<file path="src/rtl/ex_div.sv">
// ex_div: iterative radix-2 restoring divider for the EX stage.
// It implements RV32M DIV/DIVU/REM/REMU, including the divide-by-zero and
// signed-overflow results. A normal divide shows ready_o 33 cycles after the
// start cycle. The special cases show ready_o one cycle after the start cycle.
// Optional shortcut: define DIV_EARLY_OUT_EN to skip iterating when
// |dividend| < |divisor|. The result is then quotient 0, remainder = dividend.
// Ports:
//   clk, rst_n     clock, synchronous active-low reset
//   start_i        divide request for the instruction in EX
//   signed_i       1 = DIV/REM, 0 = DIVU/REMU
//   annul_i        flush; aborts an operation in progress
//   dividend_i     dividend (register 1 data)
//   divisor_i      divisor (register 2 data)
//   quot_o, rem_o  registered quotient / remainder, held until the next start
//   ready_o        one-cycle result-valid pulse (registered)
//   stallreq_o     combinational stall request to the stall controller
module ex_div #(
    parameter int unsigned WIDTH = 32,
    parameter int unsigned CNT_W = 6
) (
    input  logic             clk,
    input  logic             rst_n,
    input  logic             start_i,
    input  logic             signed_i,
    input  logic             annul_i,
    input  logic [WIDTH-1:0] dividend_i,
    input  logic [WIDTH-1:0] divisor_i,
    output logic [WIDTH-1:0] quot_o,
    output logic [WIDTH-1:0] rem_o,
    output logic             ready_o,
    output logic             stallreq_o
);

    localparam logic [WIDTH-1:0] MIN_NEG = {1'b1, {(WIDTH-1){1'b0}}};

    typedef enum logic [1:0] {IDLE, BUSY, DONE} state_t;

    state_t           state, state_nxt;
    logic [CNT_W-1:0] cnt, cnt_nxt;
    logic [WIDTH-1:0] dvd, dvd_nxt;     // dividend shifting out, quotient shifting in
    logic [WIDTH-1:0] dvs, dvs_nxt;     // divisor magnitude
    logic [WIDTH-1:0] prem, prem_nxt;   // partial remainder
    logic             q_neg, q_neg_nxt;
    logic             r_neg, r_neg_nxt;
    logic [WIDTH-1:0] quot_nxt, rem_nxt;
    logic             ready_nxt;

    logic             a_neg, b_neg;
    logic [WIDTH-1:0] mag_a, mag_b;
    logic [WIDTH:0]   rem_sh, trial;
    logic [WIDTH-1:0] q_shift, r_step;

    // Operand magnitudes and signs; raw operands when unsigned
    always_comb begin
        a_neg = signed_i & dividend_i[WIDTH-1];
        b_neg = signed_i & divisor_i[WIDTH-1];
        mag_a = a_neg ? -dividend_i : dividend_i;
        mag_b = b_neg ? -divisor_i  : divisor_i;
    end

    // One restoring step. The WIDTH+1-bit trial keeps the shifted-out MSB,
    // so unsigned divisors with the top bit set are handled correctly.
    always_comb begin
        rem_sh  = {prem, dvd[WIDTH-1]};
        trial   = rem_sh - {1'b0, dvs};
        q_shift = {dvd[WIDTH-2:0], ~trial[WIDTH]};
        r_step  = trial[WIDTH] ? rem_sh[WIDTH-1:0] : trial[WIDTH-1:0];
    end

    // Next-state and datapath control
    always_comb begin
        state_nxt  = state;
        cnt_nxt    = cnt;
        dvd_nxt    = dvd;
        dvs_nxt    = dvs;
        prem_nxt   = prem;
        q_neg_nxt  = q_neg;
        r_neg_nxt  = r_neg;
        quot_nxt   = quot_o;
        rem_nxt    = rem_o;
        ready_nxt  = 1'b0;
        stallreq_o = 1'b0;
        case (state)
            IDLE: begin
                if (start_i && !annul_i) begin
                    stallreq_o = 1'b1;
                    if (divisor_i == '0) begin
                        state_nxt = DONE;
                        ready_nxt = 1'b1;
                        quot_nxt  = '1;
                        rem_nxt   = dividend_i;
                    end else if (signed_i && dividend_i == MIN_NEG && divisor_i == '1) begin
                        state_nxt = DONE;
                        ready_nxt = 1'b1;
                        quot_nxt  = MIN_NEG;
                        rem_nxt   = '0;
`ifdef DIV_EARLY_OUT_EN
                    end else if (mag_a < mag_b) begin
                        state_nxt = DONE;
                        ready_nxt = 1'b1;
                        quot_nxt  = '0;
                        rem_nxt   = dividend_i;
`endif
                    end else begin
                        state_nxt = BUSY;
                        dvd_nxt   = mag_a;
                        dvs_nxt   = mag_b;
                        q_neg_nxt = a_neg ^ b_neg;
                        r_neg_nxt = a_neg;
                        prem_nxt  = '0;
                        cnt_nxt   = '0;
                    end
                end
            end
            BUSY: begin
                stallreq_o = 1'b1;
                if (annul_i) begin
                    state_nxt = IDLE;
                end else begin
                    dvd_nxt  = q_shift;
                    prem_nxt = r_step;
                    cnt_nxt  = cnt + CNT_W'(1);
                    if (cnt == CNT_W'(WIDTH - 1)) begin
                        state_nxt = DONE;
                        ready_nxt = 1'b1;
                        quot_nxt  = q_neg ? -q_shift : q_shift;
                        rem_nxt   = r_neg ? -r_step  : r_step;
                    end
                end
            end
            DONE: begin
                // Result pulses regardless of annul_i; start_i is not sampled here
                state_nxt = IDLE;
            end
            default: begin
                state_nxt = IDLE;
            end
        endcase
    end

    // State and output registers
    always_ff @(posedge clk) begin
        if (!rst_n) begin
            state   <= IDLE;
            cnt     <= '0;
            dvd     <= '0;
            dvs     <= '0;
            prem    <= '0;
            q_neg   <= 1'b0;
            r_neg   <= 1'b0;
            quot_o  <= '0;
            rem_o   <= '0;
            ready_o <= 1'b0;
        end else begin
            state   <= state_nxt;
            cnt     <= cnt_nxt;
            dvd     <= dvd_nxt;
            dvs     <= dvs_nxt;
            prem    <= prem_nxt;
            q_neg   <= q_neg_nxt;
            r_neg   <= r_neg_nxt;
            quot_o  <= quot_nxt;
            rem_o   <= rem_nxt;
            ready_o <= ready_nxt;
        end
    end

endmodule

</file>
<file path="config.mk">
export PLATFORM = sky130hd
export DESIGN_NAME = ex_div
export DESIGN_NICKNAME = d
export VERILOG_FILES = /design/src/rtl/ex_div.sv
export SDC_FILE = /design/constraint.sdc
export NUM_CORES = 1
export LEC_CHECK = 0
export BUFFER_PORTS_ARGS = -buffer_cell sky130_fd_sc_hd__buf_2
export CAP_MARGIN = 20
export CORE_UTILIZATION = 30
export CTS_CLUSTER_DIAMETER = 120
export DETAILED_ROUTE_END_ITERATION = 10
export MAX_ROUTING_LAYER = met4
export PLACE_DENSITY_LB_ADDON = 0.2
export SLEW_MARGIN = 15
export SYNTH_ARGS = -nofsm -noshare
export SYNTH_HDL_FRONTEND = slang
export SYNTH_SLANG_ARGS = --single-unit
</file>
<file path="constraint.sdc">
create_clock -name clk -period 5.7 [get_ports clk]
set_input_delay 0.57 -clock clk [delete_from_list [all_inputs] [get_ports clk]]
set_output_delay 0.57 -clock clk [all_outputs]
set_load 0.1 [all_outputs]
</file>
==> impl_metrics.csv <==
group,metric,value,unit
clocking,cts-root-buf,"clkbuf_16",
place,gp_congestion,0.933,
power_and_ir_drop,power_density,228,nW/um2
synth,synth_edf_count,0,
outcome,status,"finished, violations left",
global_route,grt_max_degree,80,
floorplan,ioPinCount,135,
place,place_area,13500,um2
floorplan,die_area,42200,um2
setup_path,cp-start-kind,"register",
drt,drtIter0Drc,1315,
drt,route.detailed.drc,2,
floorplan,die_x,206,um
clocking,insertion_delay,0.45,ns
setup_path,regToRegSetupSlack,0.82,ns
synth,netlist_area,12400,um2
timing,rsz0062_at_grt,"no",
final_layout,design_area,14000,um2
clocking,cts_setup_buffers,0,
floorplan,core_area,40800,um2
drt,via_count,12731,
synth,ys_seq_area_share,27.6,%
synth,synth_seq_cells,171,
global_route,use_met3,3.47,%
synth,netlist_instances,1671,
timing,hold_violations,0,
drt,wl,47.0,mm
clocking,cts_tree,"yes",
final_layout,area_growth,13.0,%
clocking,ctsHoldBuffers,0,
setup_path,cp_max_fo,9,
setup_path,end_kind,"register",
clocking,cts_buffers,17,
outcome,failed_checks,"DRC",
global_route,grt-ovfl-total,0,
global_route,met2_usage,34.7,%
flow_run,cap_viol_max_count,0,
synth,yosys_warnings,0,
timing,period_needed,4.88,ns
clocking,clockBufferDepth,2,
setup_path,cpMaxStageDelayCell,"o32ai_1",
drt,dr.pass1.iters,9,
clocking,cts_sinks,171,
power_and_ir_drop,peakVddDrop,196,uV
global_route,grt_antenna_before_repair,0,
place,io_buffers,134,
timing,setup_viol,0,
global_route,grt_pass1_vias,11642,
setup_path,slowest_delay,0.64,ns
final_layout,layout_commonest_cell,"nor2_1",
global_route,met1_usage,31.4,%
hold_path,hp-class,"register to register",
synth,syn_avg_cell_area,7.44,um2
clocking,clk_pin_slew,0.08,ns
place,post-dp-hpwl,36.2,mm
clocking,cts_resized,0,
final_layout,nNetsFinal,1836,
drt,ant_nets,0,
floorplan,rows,74,
synth,netlist-cell-type-count,82,
setup_path,crit_type,"register to register",
timing,finalSetupTns,0,ns
timing,timing.final.crit_share,85.6,%
power_and_ir_drop,p_leak,0.00548,uW
setup_path,required,6.04,ns
setup_path,arrival,5.22,ns
timing,worst-slew-pin-transition,1.01,ns
global_route,grt_pass1_wl,71.0,mm
drt,avgRoutedWirePerCell,20.7,um
synth,synthesis.nets,1779,
clocking,htree_num_levels,4,
final_layout,layout_common_cells,"234 x nor2_1, 171 x dfxtp_1, 153 x a21oi_1",
timing,skew,0.0210,ns
timing,clock.fmax,205,MHz
synth,synth_flop_cell,"dfxtp_1",
timing,maxSlewViolCount,0,
floorplan,die_h,206,um
synth,async_reset_ff_share,0,%
timing,relSlewSlack,32.8,%
global_route,gr-usage-all-layers,22.8,%
final_layout,drive_gt1_share,13.2,%
drt,vias_per_cell,5.60,
global_route,grt_most_used_layer,"met2",
setup_path,crit_chain,"inv_1, ha_1, fa_1, nand2b_1, a211oi_4, o21ai_2, o211ai_2, o21a_1, nor2_4, inv_2, nor2_1, a21oi_1, ha_1, inv_1, o32ai_1, a41oi_1, xor2_1, a221oi_1, nor2_1",
floorplan,initial_utilization,30.4,%
-- critical path, delay by kind of cell, from the launching register on --
| kind | cells | cell delay [ns] |
|---|---|---|
| xor gates and xnor gates | 1 | 0.18 |
| and+or+nand+nor | 4 | 0.43 |
| AOI/OAI and AO/OA | 8 | 2.39 |
| buffers and inverters | 3 | 0.40 |
| DFF | 1 | 0.34 |
| adders and majority gates | 3 | 1.00 |
-- per-layer routing --
metal,vias to the layer above,part of all wire [%]
met1,6106,47
met3,48,5.5
li1,6196,-
met4,0,1.6
met2,381,46
met5,-,0
-- stage by stage --
| stage | hold slack (ns) | util, % | total power [uW] | setup slack, ns | cells |
|---|---|---|---|---|---|
| after floorplan | 0.432 | - | 1810 | 1.15 | 1671 |
| after global placement | 0.439 | 33.0 | 2050 | 0.694 | 2241 |
| after detailed placement | 0.447 | 33.0 | 2050 | 0.676 | 2241 |
| after CTS | 0.438 | 34.4 | 3220 | 0.904 | 2273 |
| after global routing | 0.452 | 34.4 | 3360 | 0.512 | 2273 |
| final | 0.453 | 34.4 | 3200 | 0.823 | 2274 |
-- registers in the layout, summed over array words and instances (netlist names) --
signal   flops
dvd         32
dvs         32
prem        32
quot_o      32
rem_o       32
cnt          6
state        2
q_neg        1
r_neg        1
ready_o      1
-- area by class of cell --
type	count	area, um2
fill	4437	26800
multi-input combinational	1322	8330
sequential	171	3420
timing repair buffer	151	798
tap	532	666
clock buffer	20	457
inverter	65	246
clock inverter	12	115
antenna	1	2.50
-- power breakdown --
part	internal (uW)	leakage [uW]	switching, uW	total (uW)
Combinational	256	0.00382	511	767
Sequential	1230	0.00139	39.4	1270
Clock	629	0.000267	538	1170
Total	2120	0.00548	1090	3200
-- cell usage after synthesis, types with 25 or more instances --
| master | n | share of area [%] |
|---|---|---|
| nor3_1 | 58 | 2.3 |
| o21ai_0 | 80 | 3.2 |
| nor2_1 | 236 | 7.1 |
| xor2_1 | 51 | 3.6 |
| inv_1 | 63 | 1.9 |
| nand3_1 | 40 | 1.6 |
| nand2_1 | 119 | 3.6 |
| xnor2_1 | 80 | 5.6 |
| o31ai_1 | 25 | 1.5 |
| dfxtp_1 | 171 | 28 |
| nand4_1 | 28 | 1.4 |
| a211oi_1 | 75 | 4.5 |
| a21oi_1 | 153 | 6.2 |
| ha_1 | 38 | 3.8 |
| clkbuf_1 | 80 | 2.4 |
-- worst paths after layout --
path / startpoint / end / cells after the start
worst max register to register: dvd[31] / rem_o[18] / 19
worst min-delay path: quot_o[11] / quot_o[11] / 2
worst max-delay path: dvd[31] / rem_o[18] / 19
worst min register to register: quot_o[11] / quot_o[11] / 2
-- cells by family after synthesis --
kind of cell	synth area share, %
DFF	27.6
adders and majority gates	3.99
AOI/OAI and AO/OA	27.5
buffers and inverters	5.77
and+or+nand+nor	23.1
xor gates and xnor gates	9.23
muxes	2.84
Power figures use the tool's default switching activity.
